## src/rtl/xif_copro_responder.sv

```systemverilog
// Reference CV-X-IF coprocessor: accepts a small custom ALU instruction set,
// gathers operands, waits for commit/kill and returns results strictly in issue order.
module xif_copro_responder #(
  parameter int X_ID_WIDTH = 4,
  parameter int XLEN       = 32,
  parameter int DEPTH      = 4,
  parameter int LATENCY    = 2
) (
  input  logic                  clk_i,
  input  logic                  rst_i,
  input  logic                  issue_valid_i,
  output logic                  issue_ready_o,
  input  logic [31:0]           issue_instr_i,
  input  logic [X_ID_WIDTH-1:0] issue_id_i,
  output logic                  issue_accept_o,
  output logic                  issue_writeback_o,
  input  logic                  register_valid_i,
  output logic                  register_ready_o,
  input  logic [X_ID_WIDTH-1:0] register_id_i,
  input  logic [XLEN-1:0]       register_rs0_i,
  input  logic [XLEN-1:0]       register_rs1_i,
  input  logic [1:0]            register_rs_valid_i,
  input  logic                  commit_valid_i,
  input  logic [X_ID_WIDTH-1:0] commit_id_i,
  input  logic                  commit_kill_i,
  output logic                  result_valid_o,
  input  logic                  result_ready_i,
  output logic [X_ID_WIDTH-1:0] result_id_o,
  output logic [XLEN-1:0]       result_data_o,
  output logic [4:0]            result_rd_o,
  output logic                  result_we_o
);
  localparam int PW = $clog2(DEPTH);
  localparam int CW = (LATENCY > 1) ? $clog2(LATENCY) : 1;

  typedef enum logic [1:0] {S_IDLE, S_EXEC, S_RESP} state_e;

  state_e                state_q, state_d;
  logic [PW-1:0]         head_q, head_d, tail_q, tail_d, idx;
  logic [PW:0]           count_q, count_d;
  logic [CW-1:0]         cnt_q, cnt_d;
  logic [DEPTH-1:0]      valid_q, valid_d, ops_ok_q, ops_ok_d;
  logic [DEPTH-1:0]      committed_q, committed_d, killed_q, killed_d;
  logic [X_ID_WIDTH-1:0] id_q [DEPTH];
  logic [X_ID_WIDTH-1:0] id_d [DEPTH];
  logic [2:0]            f3_q [DEPTH];
  logic [2:0]            f3_d [DEPTH];
  logic [4:0]            rd_q [DEPTH];
  logic [4:0]            rd_d [DEPTH];
  logic [XLEN-1:0]       rs1_q [DEPTH];
  logic [XLEN-1:0]       rs1_d [DEPTH];
  logic [XLEN-1:0]       rs2_q [DEPTH];
  logic [XLEN-1:0]       rs2_d [DEPTH];
  logic                  dec_ok, alloc, pop, reg_hit, cmt_hit;
  logic [XLEN-1:0]       exec_res;

  assign dec_ok = (issue_instr_i[6:0] == 7'b0001011) && (issue_instr_i[31:25] == 7'd0) &&
                  (issue_instr_i[14:12] <= 3'd2);
  assign issue_accept_o    = issue_valid_i & dec_ok;
  assign issue_writeback_o = issue_accept_o;
  assign issue_ready_o     = (count_q < (PW+1)'(DEPTH));
  assign register_ready_o  = 1'b1;
  assign alloc             = issue_valid_i & issue_ready_o & dec_ok;

  always_comb begin
    state_d     = state_q;
    head_d      = head_q;
    tail_d      = tail_q;
    cnt_d       = cnt_q;
    valid_d     = valid_q;
    ops_ok_d    = ops_ok_q;
    committed_d = committed_q;
    killed_d    = killed_q;
    id_d        = id_q;
    f3_d        = f3_q;
    rd_d        = rd_q;
    rs1_d       = rs1_q;
    rs2_d       = rs2_q;
    idx         = '0;
    reg_hit     = 1'b0;
    cmt_hit     = 1'b0;
    pop         = 1'b0;

    if (alloc) begin
      valid_d[tail_q]     = 1'b1;
      id_d[tail_q]        = issue_id_i;
      f3_d[tail_q]        = issue_instr_i[14:12];
      rd_d[tail_q]        = issue_instr_i[11:7];
      ops_ok_d[tail_q]    = 1'b0;
      committed_d[tail_q] = 1'b0;
      killed_d[tail_q]    = 1'b0;
      tail_d              = tail_q + PW'(1);
    end

    // Existing entries win; the entry being allocated this cycle is the fallback.
    if (register_valid_i && (register_rs_valid_i == 2'b11)) begin
      for (int i = 0; i < DEPTH; i++) begin
        idx = head_q + PW'(i);
        if (!reg_hit && valid_q[idx] && !ops_ok_q[idx] && (id_q[idx] == register_id_i)) begin
          reg_hit       = 1'b1;
          rs1_d[idx]    = register_rs0_i;
          rs2_d[idx]    = register_rs1_i;
          ops_ok_d[idx] = 1'b1;
        end
      end
      if (!reg_hit && alloc && (issue_id_i == register_id_i)) begin
        rs1_d[tail_q]    = register_rs0_i;
        rs2_d[tail_q]    = register_rs1_i;
        ops_ok_d[tail_q] = 1'b1;
      end
    end

    if (commit_valid_i) begin
      for (int i = 0; i < DEPTH; i++) begin
        idx = head_q + PW'(i);
        if (!cmt_hit && valid_q[idx] && !committed_q[idx] && !killed_q[idx] &&
            (id_q[idx] == commit_id_i)) begin
          cmt_hit          = 1'b1;
          killed_d[idx]    = commit_kill_i;
          committed_d[idx] = !commit_kill_i;
        end
      end
      if (!cmt_hit && alloc && (issue_id_i == commit_id_i)) begin
        killed_d[tail_q]    = commit_kill_i;
        committed_d[tail_q] = !commit_kill_i;
      end
    end

    // Start decision looks at this cycle's flag updates so execution begins right after commit.
    unique case (state_q)
      S_IDLE: begin
        if (valid_q[head_q]) begin
          if (killed_d[head_q]) begin
            pop = 1'b1;
          end else if (committed_d[head_q] && ops_ok_d[head_q]) begin
            state_d = S_EXEC;
            cnt_d   = CW'(LATENCY - 1);
          end
        end
      end
      S_EXEC: begin
        if (cnt_q == '0) state_d = S_RESP;
        else             cnt_d   = cnt_q - CW'(1);
      end
      S_RESP: begin
        if (result_ready_i) begin
          pop     = 1'b1;
          state_d = S_IDLE;
        end
      end
      default: state_d = S_IDLE;
    endcase

    if (pop) begin
      valid_d[head_q] = 1'b0;
      head_d          = head_q + PW'(1);
    end
    count_d = count_q + (PW+1)'(alloc) - (PW+1)'(pop);
  end

  always_comb begin
    exec_res = '0;
    case (f3_q[head_q])
      3'd0:    exec_res = rs1_q[head_q] + rs2_q[head_q];
      3'd1:    exec_res = rs1_q[head_q] ^ rs2_q[head_q];
      3'd2:    exec_res = rs1_q[head_q] - rs2_q[head_q];
      default: exec_res = '0;
    endcase
  end

  assign result_valid_o = (state_q == S_RESP);
  assign result_we_o    = result_valid_o;
  assign result_id_o    = result_valid_o ? id_q[head_q] : '0;
  assign result_data_o  = result_valid_o ? exec_res     : '0;
  assign result_rd_o    = result_valid_o ? rd_q[head_q] : '0;

  always_ff @(posedge clk_i or posedge rst_i) begin
    if (rst_i) begin
      state_q     <= S_IDLE;
      head_q      <= '0;
      tail_q      <= '0;
      count_q     <= '0;
      cnt_q       <= '0;
      valid_q     <= '0;
      ops_ok_q    <= '0;
      committed_q <= '0;
      killed_q    <= '0;
      id_q        <= '{default: '0};
      f3_q        <= '{default: '0};
      rd_q        <= '{default: '0};
      rs1_q       <= '{default: '0};
      rs2_q       <= '{default: '0};
    end else begin
      state_q     <= state_d;
      head_q      <= head_d;
      tail_q      <= tail_d;
      count_q     <= count_d;
      cnt_q       <= cnt_d;
      valid_q     <= valid_d;
      ops_ok_q    <= ops_ok_d;
      committed_q <= committed_d;
      killed_q    <= killed_d;
      id_q        <= id_d;
      f3_q        <= f3_d;
      rd_q        <= rd_d;
      rs1_q       <= rs1_d;
      rs2_q       <= rs2_d;
    end
  end
endmodule

```

## config.mk

```make
export PLATFORM = sky130hd
export DESIGN_NAME = xif_copro_responder
export DESIGN_NICKNAME = d
export VERILOG_FILES = /design/src/rtl/xif_copro_responder.sv
export SDC_FILE = /design/constraint.sdc
export NUM_CORES = 1
export LEC_CHECK = 0
export CAP_MARGIN = 20
export CORE_MARGIN = 3
export CORE_UTILIZATION = 35
export DETAILED_ROUTE_END_ITERATION = 12
export DONT_BUFFER_PORTS = 1
export HOLD_SLACK_MARGIN = 0.1
export PLACE_DENSITY = 0.57
export SLEW_MARGIN = 15
export SYNTH_ARGS = -nofsm -noshare
export SYNTH_HDL_FRONTEND = slang
export SYNTH_SLANG_ARGS = --single-unit
```

## constraint.sdc

```tcl
create_clock -name clk_i -period 11.3 [get_ports clk_i]
set_input_delay 1.13 -clock clk_i [delete_from_list [all_inputs] [get_ports clk_i]]
set_output_delay 1.13 -clock clk_i [all_outputs]
set_load 0.005 [all_outputs]
```

* Word-level counts from Yosys, hierarchy flattened
Cells that the tools add are included.
Storage, ports and cells: flip-flop bits (word level) 330, bits of input ports 117, word-level logic and storage cells 372
Cells by class: add/subtract/negate cells 9, magnitude comparators 22, equal/unequal tests 21, multiplexer cells 199, bitwise gates (word level) 21, reduce and logical (&&, ||, !) cells 71
Operators with widths (count):
- $mux W128 | 18
- $bwmux W128 | 10
- $demux W32 S2 | 5
- $mux W32 | 10
- $mux W4 | 45
- $bmux W32 S2 | 2
- $pmux W32 S3 | 1
- $mux W1 | 47
- $logic_and A1 B1 Y1 | 44
- $bwmux W4 | 10
- $eq A4 B4 Y1 | 10
- $bmux W1 S2 | 19
- $add A32 B32 Y32 | 1
- $bmux W4 S2 | 4
- $sub A32 B32 Y32 | 1
- $xor A32 B32 Y32 | 1
- $or A4 B4 Y4 | 6
- $logic_not A1 Y1 | 21
- $bwmux W20 | 1
- $mux W5 | 4
- $and A4 B4 Y4 | 4
- $bwmux W16 | 1
- $ge A3 B3 Y1 const B | 5
- $lt A2 B3 Y1 const B | 5
- 36 further kinds | 68

* Logic depth before layout (Yosys ltp)
Gate-level depths: netlist of run 1.
word-level depth 41, depth in mapped cells 26, gate-level depth less buffers 22

* Worst setup path after synthesis of run 1
OpenSTA, ideal clock, no wires.
kind reg-to-output, from register head_q[0], to output port result_data_o[30], arrival time 5.926 ns, required time 10.170 ns, path slack 4.244 ns, cell stages (with the launch flop) 25, path buffers 8, cell sequence dfrtp_1 -> buf_2 -> buf_2 -> buf_2 -> buf_4 -> buf_4 -> buf_2 -> buf_1 -> buf_2 -> mux4_2 -> inv_1 -> ha_1 -> inv_1 -> fa_1 -> a21o_1 -> a21oi_1 -> o21ai_0 -> a31oi_1 -> o21ai_0 -> a31oi_1 -> a21oi_1 -> a221o_1 -> a21oi_1 -> mux2i_1 -> nand2_1
On the way: word-level cells in the longest chain between the ends 7
RTL lines:
- start, declared | RTL line 39 | logic [PW-1:0] head_q, head_d, tail_q, tail_d, idx;
- start signal, assigned | RTL line 180 | head_q <= '0;
- start signal, assigned | RTL line 195 | head_q <= head_d;
- $not A2 Y3 (implied by the code) *
- $bmux W32 S2 / $bmux W3 S2 (equally long branches)
- $mux W32 (implied by the code) / $mux W3 (equally long branches) (2 in series)
- $sub A32 B32 Y32, or another cell as far along | RTL line 166 | 3'd2: exec_res = rs1_q[head_q] - rs2_q[head_q];
- $pmux W32 S3 * | RTL line 163 | case (f3_q[head_q])
- $mux W32 * | RTL line 174 | assign result_data_o = result_valid_o ? exec_res : '0;
- end, declared | RTL line 29 | output logic [XLEN-1:0] result_data_o,
Every way passes the cells marked *; elsewhere a longest branch is shown, timed or not. The select of a mux whose other input is x is not followed.

* Final worst setup path of run 1
from register head_q[0], to output port result_data_o[31]
Same word-level chain as after synthesis.

==> results of run 1 <==
[cells by family after synthesis]
group	count (synthesis)	synth area share [%]
mux	398	29.6
compound gates	194	6.95
simple gates	288	7.55
buf+inv	121	2.78
xor+xnor	133	6.18
other cells	1	0.0199
fa+ha+maj	45	3.07
flops	330	43.8
[synthesized netlist by cell type (5+ instances only)]
cell type and n:
dfrtp_1 330, mux2_2 293, mux4_2 98, nand2_1 90
xor2_1 69, xnor2_1 64, nor2_1 62, ha_1 43
a21oi_1 40, clkbuf_1 36, inv_1 36, buf_2 35
o21ai_0 34, and2_1 25, a22oi_1 21, nand3_1 20
nor3_1 19, a21o_1 18, nand2b_1 11, and3_1 10
o22ai_1 10, a31oi_1 8, o211ai_1 8, or2_2 8
or3_1 8, buf_4 7, mux2i_1 7, buf_1 6
a311oi_1 5, nand4_1 5, nor2b_1 5, nor4_1 5
[per-stage QoR]
stage | total power, mW | hold slack (ps) | worst slack [ps] | std cells
2_1_floorplan | 1.28 | 434 | 1030 | 1510
3_3_place_gp | 1.30 | 450 | 3800 | 2135
3_5_place_dp | 1.30 | 459 | 3820 | 2135
4_1_cts | 2.65 | 472 | 3180 | 2209
5_1_grt | 2.70 | 488 | 2740 | 2210
6_report | 2.60 | 471 | 3280 | 2210
[power by group]
group / leakage [nW] / internal [mW] / switching, mW
clock network: 0.671 / 0.812 / 0.509
logic: 4.65 / 0.0298 / 0.0573
registers: 4.59 / 1.18 / 0.00905
total: 9.92 / 2.02 / 0.575
[worst min-delay path by stage]
stage / end / cells after the start / slack, ps
detailed placement: rd_q[17] / 2 / 460
finish: rd_q[17] / 2 / 470
global placement: rd_q[17] / 2 / 450
global route: f3_q[2] / 1 / 490
CTS: rd_q[17] / 2 / 470
floorplan: f3_q[10] / 2 / 430
[metal layers]
layer	track usage, %	part of all wire [%]	wire length (µm)
met1	20.9	41	20000
met4	5.55	2.7	1300
met3	5.19	7.2	3510
met2	29.4	49	23600
met5	0	0	0
[cells in the final DEF, fill, tap and decap left out, types with 10 or more instances in the layout]
cell	instances
nand3_1	20
and2_1	25
nor3_1	19
a21oi_1	40
buf_4	21
and3_1	10
clkbuf_1	10
clkbuf_16	43
xnor2_1	64
nor2_1	61
inv_1	35
xor2_1	69
mux4_2	98
a22oi_1	20
ha_1	43
o22ai_1	10
nand2b_1	11
o21ai_0	34
nand2_1	90
dfrtp_1	328
mux2_2	293
a21o_1	18
[registers in the layout (all words and copies together), names as in the netlist]
name	cells
rs1_q	128
rs2_q	128
rd_q	20
id_q	16
f3_q	12
committed_q	4
killed_q	4
ops_ok_q	4
valid_q	4
count_q	3
head_q	2
state_q	2
tail_q	2
cnt_q	1
[area by class of cell]
type / instances / area [µm²] / area share, %
Multi-Input combinational cell: 1059 / 10100 / 48.3
Sequential cell: 330 / 8270 / 39.5
Clock buffer: 60 / 1210 / 5.79
Tap cell: 688 / 861 / 4.12
Timing Repair Buffer: 22 / 163 / 0.778
Clock inverter: 14 / 161 / 0.772
Inverter: 37 / 146 / 0.700
[worst min-delay path, stage by stage (launching register included)]
cell	delay, ps
dfrtp_1	340
nand2_1	50
nand2_1	50
==> flow_summary.ini, run 1 <==
[hold_path]
min_path_type = reg -> reg
hp-start = rd_q[17]

[setup_path]
crit_family = compound AO/OA/AOI/OAI gates
rr_startpoint = head_q[1]
slowest_stage = dfrtp_4
crit_fanout = 43
path_cells = buf_4, mux4_2, or4_1, or2_2, nor3_2, inv_1, o21ai_2, o21ai_0, xnor2_1, ha_1, a21oi_1, nor2b_1, o21ai_0, nand2b_1, a21o_1, a21oi_1, nor2_1, a221oi_1, a21oi_1, xnor2_1, o21ai_1
crit_path_end_kind = output pin
crit_start = head_q[0]
r2r_setup_slack_ps = 3950
critical-path-max-stage-delay_ps = 810
crit_type = reg -> out
cp_data_required_time_ps = 10170
path_buf_inv = 2
crit_top_cell = a21oi_1
r2r_cells = 20
startpoint_type = flop
path_depth = 21
crit_arrival_ps = 6890
timing.rr.end = count_q[2]
crit_end = result_data_o[31]

[sta]
rsz0062_at_grt = false
finalSetupViolations = 0
tns_ps = 0
final_max_slew_viol_count = 0
slew_headroom_pct = 36.5
clock_skew_ps = 10.2
hold_viol_final = 0
tightest_slew_ps = 952
min_period_over_period_pct = 71.0
period_minus_slack_ps = 8020
fmax_ghz = 0.125

[floorplan]
die_w_um = 238
start_util_pct = 35.6
num_io_pins = 164
rows = 84
die_y_um = 238
dieArea_mm2 = 0.0566
coreArea_mm2 = 0.0529

[power]
peakVddDrop_mv = 0.0915
power.density_mw_per_mm2 = 124
p_leak_nw = 9.92

[yosys]
syn-num-nets = 1672
yosys_warnings = 0
synth.avg_cell_area_um2 = 12.5
ys_types = 72
synth_area_leaders = dfrtp_1 44%, mux2_2 18%, mux4_2 12%
ys_ff_latch = 330
synth_edf_count = 0
ys_seq_area_share_pct = 43.8
yosysTopAreaCell = dfrtp_1
synthesis.area_mm2 = 0.0188
async_flop_share_pct = 100
yosysTopAreaCellShare_pct = 43.8
netlist_instances = 1510
synthFlopType = dfrtp_1

[place]
portBuffers = 0
placedInstanceArea_mm2 = 0.0195
hpwlAfterDp_mm = 33.0
place_congestion = 0.871

[layout]
utilization_pct = 39.5
fillers = 4975
fin_area_mm2 = 0.0209
drive_gt1_share_pct = 33.0
syn_to_final_growth_pct = 11.0
num_antenna_cells = 0
fin_nets = 1653

[grt]
grt_use_total_pct = 17.2
grt_overflow = 0
antenna_found_initial = 1
grt_pass1_wl_mm = 75.6
grt_max_degree = 114
grt_pass1_vias = 12958

[routing]
dr.pass1.iters = 4
ant_nets = 0
routedWlPerCell_um = 21.9
first_iter_violations = 608
drc_errors = 0
viasPerCell = 5.47
num_vias = 12078
finalWirelength_mm = 48.4

[cts]
clkSlewWorstSetupHoldPaths_ps = 60
clkSinkCount = 330
clock_latency_ps = 550
cts_tree = done
h-tree-depth = 2
hold_buffers = 0
cts_resized = 0
clock_path_buffers = 3
cts-root-buf = clkbuf_16
postCtsSetupBuffers = 0
cts_buffers = 41

[flow_run]
drv_cap = 0

[outcome]
status = finished clean
Power figures use the tool's default switching activity.
==> run 2: changes to the inputs <==
==> constraint.sdc (replaced) <==
create_clock -name clk_i -period 8.3 [get_ports clk_i]
set_input_delay 0.83 -clock clk_i [delete_from_list [all_inputs] [get_ports clk_i]]
set_output_delay 0.83 -clock clk_i [all_outputs]
set_load 0.005 [all_outputs]
==> run 2 against run 1 <==
Compared with the run above:
- utilization increased by 0.066 points
- largest power group unchanged
- setup slack got worse by 2600 ps
- clock-buffer cell count decreased by 9
- largest cell class unchanged
- flip-flop and latch count unchanged
- clock power increased by 35%
- design area increased by 0.17%
- register-to-register slack got worse by 2500 ps
- die area unchanged
- total power increased by 36%
- highest routed layer unchanged
- first-iteration DRC count increased by 25%
- hold slack got worse by 110 ps
- sequential share of layout area decreased by 0.066 points
==> flow_summary.ini, run 2 (synthesis results as in run 1) <==
[layout]
fin_area_mm2 = 0.0209
fin_nets = 1655
top_regs = rs1_q: 128 flops, rs2_q: 128 flops, rd_q: 20 flops
final_common_cell = dfrtp_1
syn_to_final_growth_pct = 11.2
final_cell_mix = 328 x dfrtp_1, 293 x mux2_2, 98 x mux4_2, 90 x nand2_1, 69 x xor2_1
drive_gt1_share_pct = 33.4
num_antenna_cells = 0

[routing]
num_vias = 12215
drc_errors = 0
routedWlPerCell_um = 22.0
first_iter_violations = 761
viasPerCell = 5.53
finalWirelength_mm = 48.5
ant_nets = 0
dr.pass1.iters = 5

[place]
hpwlAfterDp_mm = 33.0
place_congestion = 0.885
portBuffers = 0
placedInstanceArea_mm2 = 0.0196

[cts]
cts_buffers = 39
clkSlewWorstSetupHoldPaths_ps = 60
clkSinkCount = 330
h-tree-depth = 2
cts-root-buf = clkbuf_16
postCtsSetupBuffers = 0
clock_latency_ps = 560
cts_tree = done
hold_buffers = 0
clock_path_buffers = 3
cts_resized = 0

[setup_path]
crit_fanout = 28
cp_data_required_time_ps = 7470
crit_arrival_ps = 6780
critical-path-max-stage-delay_ps = 840
crit_path_end_kind = output pin
slowest_stage = dfrtp_4
path_cells = mux4_2, or3_1, or4_1, or2_2, nor3_2, inv_1, o21ai_2, o21ai_0, xnor2_1, ha_1, a21oi_1, nor2b_1, o21ai_0, nand2b_1, a21o_1, a21oi_1, nor2_1, a221oi_1, a21oi_1, xnor2_1, o21ai_1
crit_family = compound AO/OA/AOI/OAI gates
crit_top_cell = a21oi_1
startpoint_type = flop
path_buf_inv = 1
crit_type = reg -> out

[sta]
holdWs_ps = 362
tightest_slew_ps = 922
final_max_slew_viol_count = 0
fmax_ghz = 0.131
rsz0062_at_grt = false
clock_skew_ps = 15.2
slew_headroom_pct = 38.5
hold_viol_final = 0
tns_ps = 0
finalSetupViolations = 0
min_period_over_period_pct = 91.7
period_minus_slack_ps = 7610

[floorplan]
dieArea_mm2 = 0.0566
start_util_pct = 35.6
rows = 84
num_io_pins = 164
die_y_um = 238
coreArea_mm2 = 0.0529
die_w_um = 238

[grt]
met1_usage_pct = 22.1
grt_pass1_vias = 12805
grt_max_degree = 155
grt_pass1_wl_mm = 76.3
grt_overflow = 0
grtUsageMet3_pct = 4.84
gr-usage-met2_pct = 28.6
antenna_found_initial = 0
top_usage_layer = met2
grt_use_total_pct = 17.3

[power]
peakVddDrop_mv = 0.133
power.density_mw_per_mm2 = 168
p_leak_nw = 9.94

[outcome]
status = finished clean

[hold_path]
min_path_type = in -> async

[flow_run]
drv_cap = 0
==> run 2: worst register-to-register path: stages (launching register included) <==
cell and delay (ps):
dfrtp_4 840, inv_1 370, ha_1 710, mux4_2 620, xnor2_1 250, nand4_1 200
nor2_1 380, mux2_2 400, a31oi_1 380, mux2_2 400, mux2i_1 290, nand2_1 160
o211ai_1 500, ha_1 340, inv_1 60, ha_1 140, inv_1 50, fa_1 410
xnor2_1 150, xnor2_1 120
==> run 2: metal layers <==
| metal | wire [µm] | vias to the layer above |
|---|---|---|
| met3 | 3370 | 62 |
| met1 | 20700 | 6351 |
| met5 | 0 | - |
| met2 | 23300 | 275 |
| met4 | 1160 | 0 |
| li1 | - | 5527 |
==> run 2: power breakdown <==
| group | switching [mW] | total [mW] | internal [mW] |
|---|---|---|---|
| sequential | 0.00679 | 1.62 | 1.61 |
| clock | 0.697 | 1.78 | 1.08 |
| combinational | 0.0838 | 0.126 | 0.0422 |
==> run 2: worst paths after layout <==
| path | start | to | slack [ps] | cells after the start |
|---|---|---|---|---|
| worst max-delay path | head_q[0] | result_data_o[31] | 690 | 21 |
| worst min-delay path | rst_i | rd_q[3] | 360 | 2 |
| worst max register to register | head_q[0] | count_q[2] | 1410 | 19 |
| worst min register to register | rd_q[18] | rd_q[18] | 470 | 2 |
| max in group asynchronous | rst_i | rs1_q[112] | 6470 | 3 |
| min in group clk_i | result_ready_i | state_q[1] | 390 | 1 |
==> run 2: through the flow <==
step	util (%)	setup slack [ps]	total power, mW	cells
after floorplan	-	1440	1.74	1510
after global routing	39.6	124	3.66	2209
final	39.6	691	3.52	2209
after global placement	37.1	1350	1.77	2139
after CTS	39.6	683	3.60	2208
after detailed placement	37.1	1320	1.78	2139
==> run 2: area by class of cell <==
cell class                 instances  area (µm²)
fill                            4979       31900
clock inverter                    18         219
tap                              688         861
clock buffer                      51        1120
sequential                       330        8270
multi-input combinational       1059       10100
inverter                          37         143
timing repair buffer              26         230
==> run 3: changes to the inputs <==
--- a/config.mk
+++ b/config.mk
@@ -6,12 +6,12 @@
 export NUM_CORES = 1
 export LEC_CHECK = 0
 export CAP_MARGIN = 20
-export CORE_MARGIN = 3
 export CORE_UTILIZATION = 35
 export DETAILED_ROUTE_END_ITERATION = 12
 export DONT_BUFFER_PORTS = 1
 export HOLD_SLACK_MARGIN = 0.1
 export PLACE_DENSITY = 0.57
+export SETUP_SLACK_MARGIN = 0.1
 export SLEW_MARGIN = 15
 export SYNTH_ARGS = -nofsm -noshare
 export SYNTH_HDL_FRONTEND = slang
==> constraint.sdc (replaced) <==
create_clock -name clk_i -period 7.59 [get_ports clk_i]
set_input_delay 0.759 -clock clk_i [delete_from_list [all_inputs] [get_ports clk_i]]
set_output_delay 0.759 -clock clk_i [all_outputs]
set_load 0.005 [all_outputs]
==> run 3 against run 2 <==
Compared with the run above:
- the flow now finishes with violations (design-rule violations)
- register-to-register slack worse by 270 ps
- first-iteration DRC count up 2.1%
- clock skew up 4.1 ps
- global-route usage up 0.54 points
- setup slack got worse by 170 ps
- hold slack worse by 120 ps
==> flow_summary.ini, run 3 (synthesis results as in run 1) <==
[layout]
final_cell_mix = 328 x dfrtp_1, 293 x mux2_2, 98 x mux4_2, 90 x nand2_1, 69 x xor2_1
syn_to_final_growth_pct = 11.6
drive_gt1_share_pct = 33.4
fillers = 4985
top_regs = rs1_q: 128 flops, rs2_q: 128 flops, rd_q: 20 flops
utilization_pct = 39.8
num_antenna_cells = 0
final_common_cell = dfrtp_1
fin_nets = 1661

[power]
p_sw_share_pct = 22.0
clkPwrFrac_pct = 50.3
power.density_mw_per_mm2 = 183
combPwrFrac_pct = 3.6
switchingPower_mw = 0.846
p_leak_nw = 9.98
peakVddDrop_mv = 0.131
p_int_mw = 3.00
seq_power_share_pct = 46.0

[place]
portBuffers = 0
hpwlAfterDp_mm = 33.0
place_congestion = 0.896

[setup_path]
critical-path-max-stage-delay_ps = 640
crit_fanout = 11
crit_arrival_ps = 6310
crit_top_cell = a21o_1
path_buf_inv = 0
crit_family = simple AND/OR/NAND/NOR gates
cp_data_required_time_ps = 6830
startpoint_type = flop
path_depth = 18
slowest_stage = or4_1
path_cells = mux4_2, or3_1, or4_1, or4_1, o21ai_0, xor2_1, ha_1, a21o_1, a21o_1, a21o_1, a21o_1, a21o_1, nor3_1, a21oi_1, a221o_1, a21oi_1, mux2i_1, nand2_1
crit_type = reg -> out
crit_path_end_kind = output pin
r2r_cells = 19

[floorplan]
start_util_pct = 35.6
die_w_um = 234
die_y_um = 234
coreArea_mm2 = 0.0529
num_io_pins = 164
rows = 84
dieArea_mm2 = 0.0547

[cts]
hold_buffers = 0
clkSlewWorstSetupHoldPaths_ps = 60
h-tree-depth = 2
cts-root-buf = clkbuf_16
clock_latency_ps = 550
cts_buffers = 39
clkSinkCount = 330
clock_path_buffers = 3
cts_tree = done

[routing]
routedWlPerCell_um = 21.5
highest_layer = met4
finalWirelength_mm = 47.8
route.met2.wl_mm = 22.8
first_iter_violations = 777
ant_nets = 0
viasPerCell = 5.49
drc_errors = 5
dr.pass1.iters = 11
met1_length_mm = 20.4
num_vias = 12180
met3_length_mm = 3.47

[sta]
final_max_slew_viol_count = 0
hold_viol_final = 0
min_period_over_period_pct = 93.1
tightest_slew_ps = 958
slew_headroom_pct = 36.1
tns_ps = 0
period_minus_slack_ps = 7060
fmax_ghz = 0.142
rsz0062_at_grt = false
clock_skew_ps = 19.3
finalSetupViolations = 0

[grt]
grt_pass1_wl_mm = 75.1
grt_pass1_vias = 12751
antenna_found_initial = 0
grt_max_degree = 120
grt_use_total_pct = 17.8
grt_overflow = 0

[flow_run]
drv_cap = 0

[outcome]
violations = design-rule violations
status = finished, violations left

[hold_path]
min_path_type = in -> async
==> run 3: cell count changes in the layout (fill, tap and decap cells not counted), sizes merged <==
| cell | previous run | this run |
|---|---|---|
| inv | 38 | 36 |
| bufinv | 4 | 5 |
| clkinvlp | 2 | 1 |
| clkbuf | 51 | 56 |
| buf | 26 | 31 |
==> run 3: per-stage QoR <==
step	cells	total power, mW	instance area [µm²]	setup slack, ps	hold slack, ps
floorplan	1510	1.91	18800	726	434
global placement	2143	1.94	19600	856	446
detailed placement	2143	1.94	19600	883	455
CTS	2214	3.91	21000	257	276
global route	2217	3.99	21000	104	293
finish	2217	3.85	21000	526	247
==> run 3: timing repair <==
action                     4_1_cts  5_1_grt
resized for setup                0        2
setup endpoints to repair        0        3
buffers inserted                 0        1
==> run 3: final timing paths <==
check	endpoint	slack (ps)	from
max	result_data_o[30]	530	head_q[0]
min	rd_q[10]	250	rst_i
max reg2reg	count_q[2]	1140	head_q[0]
min reg2reg	f3_q[9]	470	f3_q[9]
max in group asynchronous	rs1_q[9]	5850	rst_i
min in group clk_i	state_q[1]	320	result_ready_i
==> run 3: cell type report <==
cell class	count	area, µm²	share of cell area (%)
Clock inverter	16	224	1.07
Timing Repair Buffer	32	313	1.49
Clock buffer	55	1110	5.27
Tap cell	688	861	4.09
Inverter	37	143	0.678
Multi-Input combinational cell	1059	10100	48.1
Sequential cell	330	8270	39.3
==> run 3: per-layer routing <==
layer	vias up	GRT usage (%)
met1	6273	22.9
met2	292	29.3
met3	63	4.69
li1	5552	-
met5	-	0
met4	0	5.15
==> run 3: power groups by stage <==
stage	Sequential (mW)	Combinational [mW]	Clock (mW)
floorplan	1.79	0.111	0
global placement	1.80	0.139	0
detailed placement	1.80	0.141	0
CTS	1.77	0.142	1.99
global route	1.77	0.155	2.07
finish	1.77	0.140	1.94
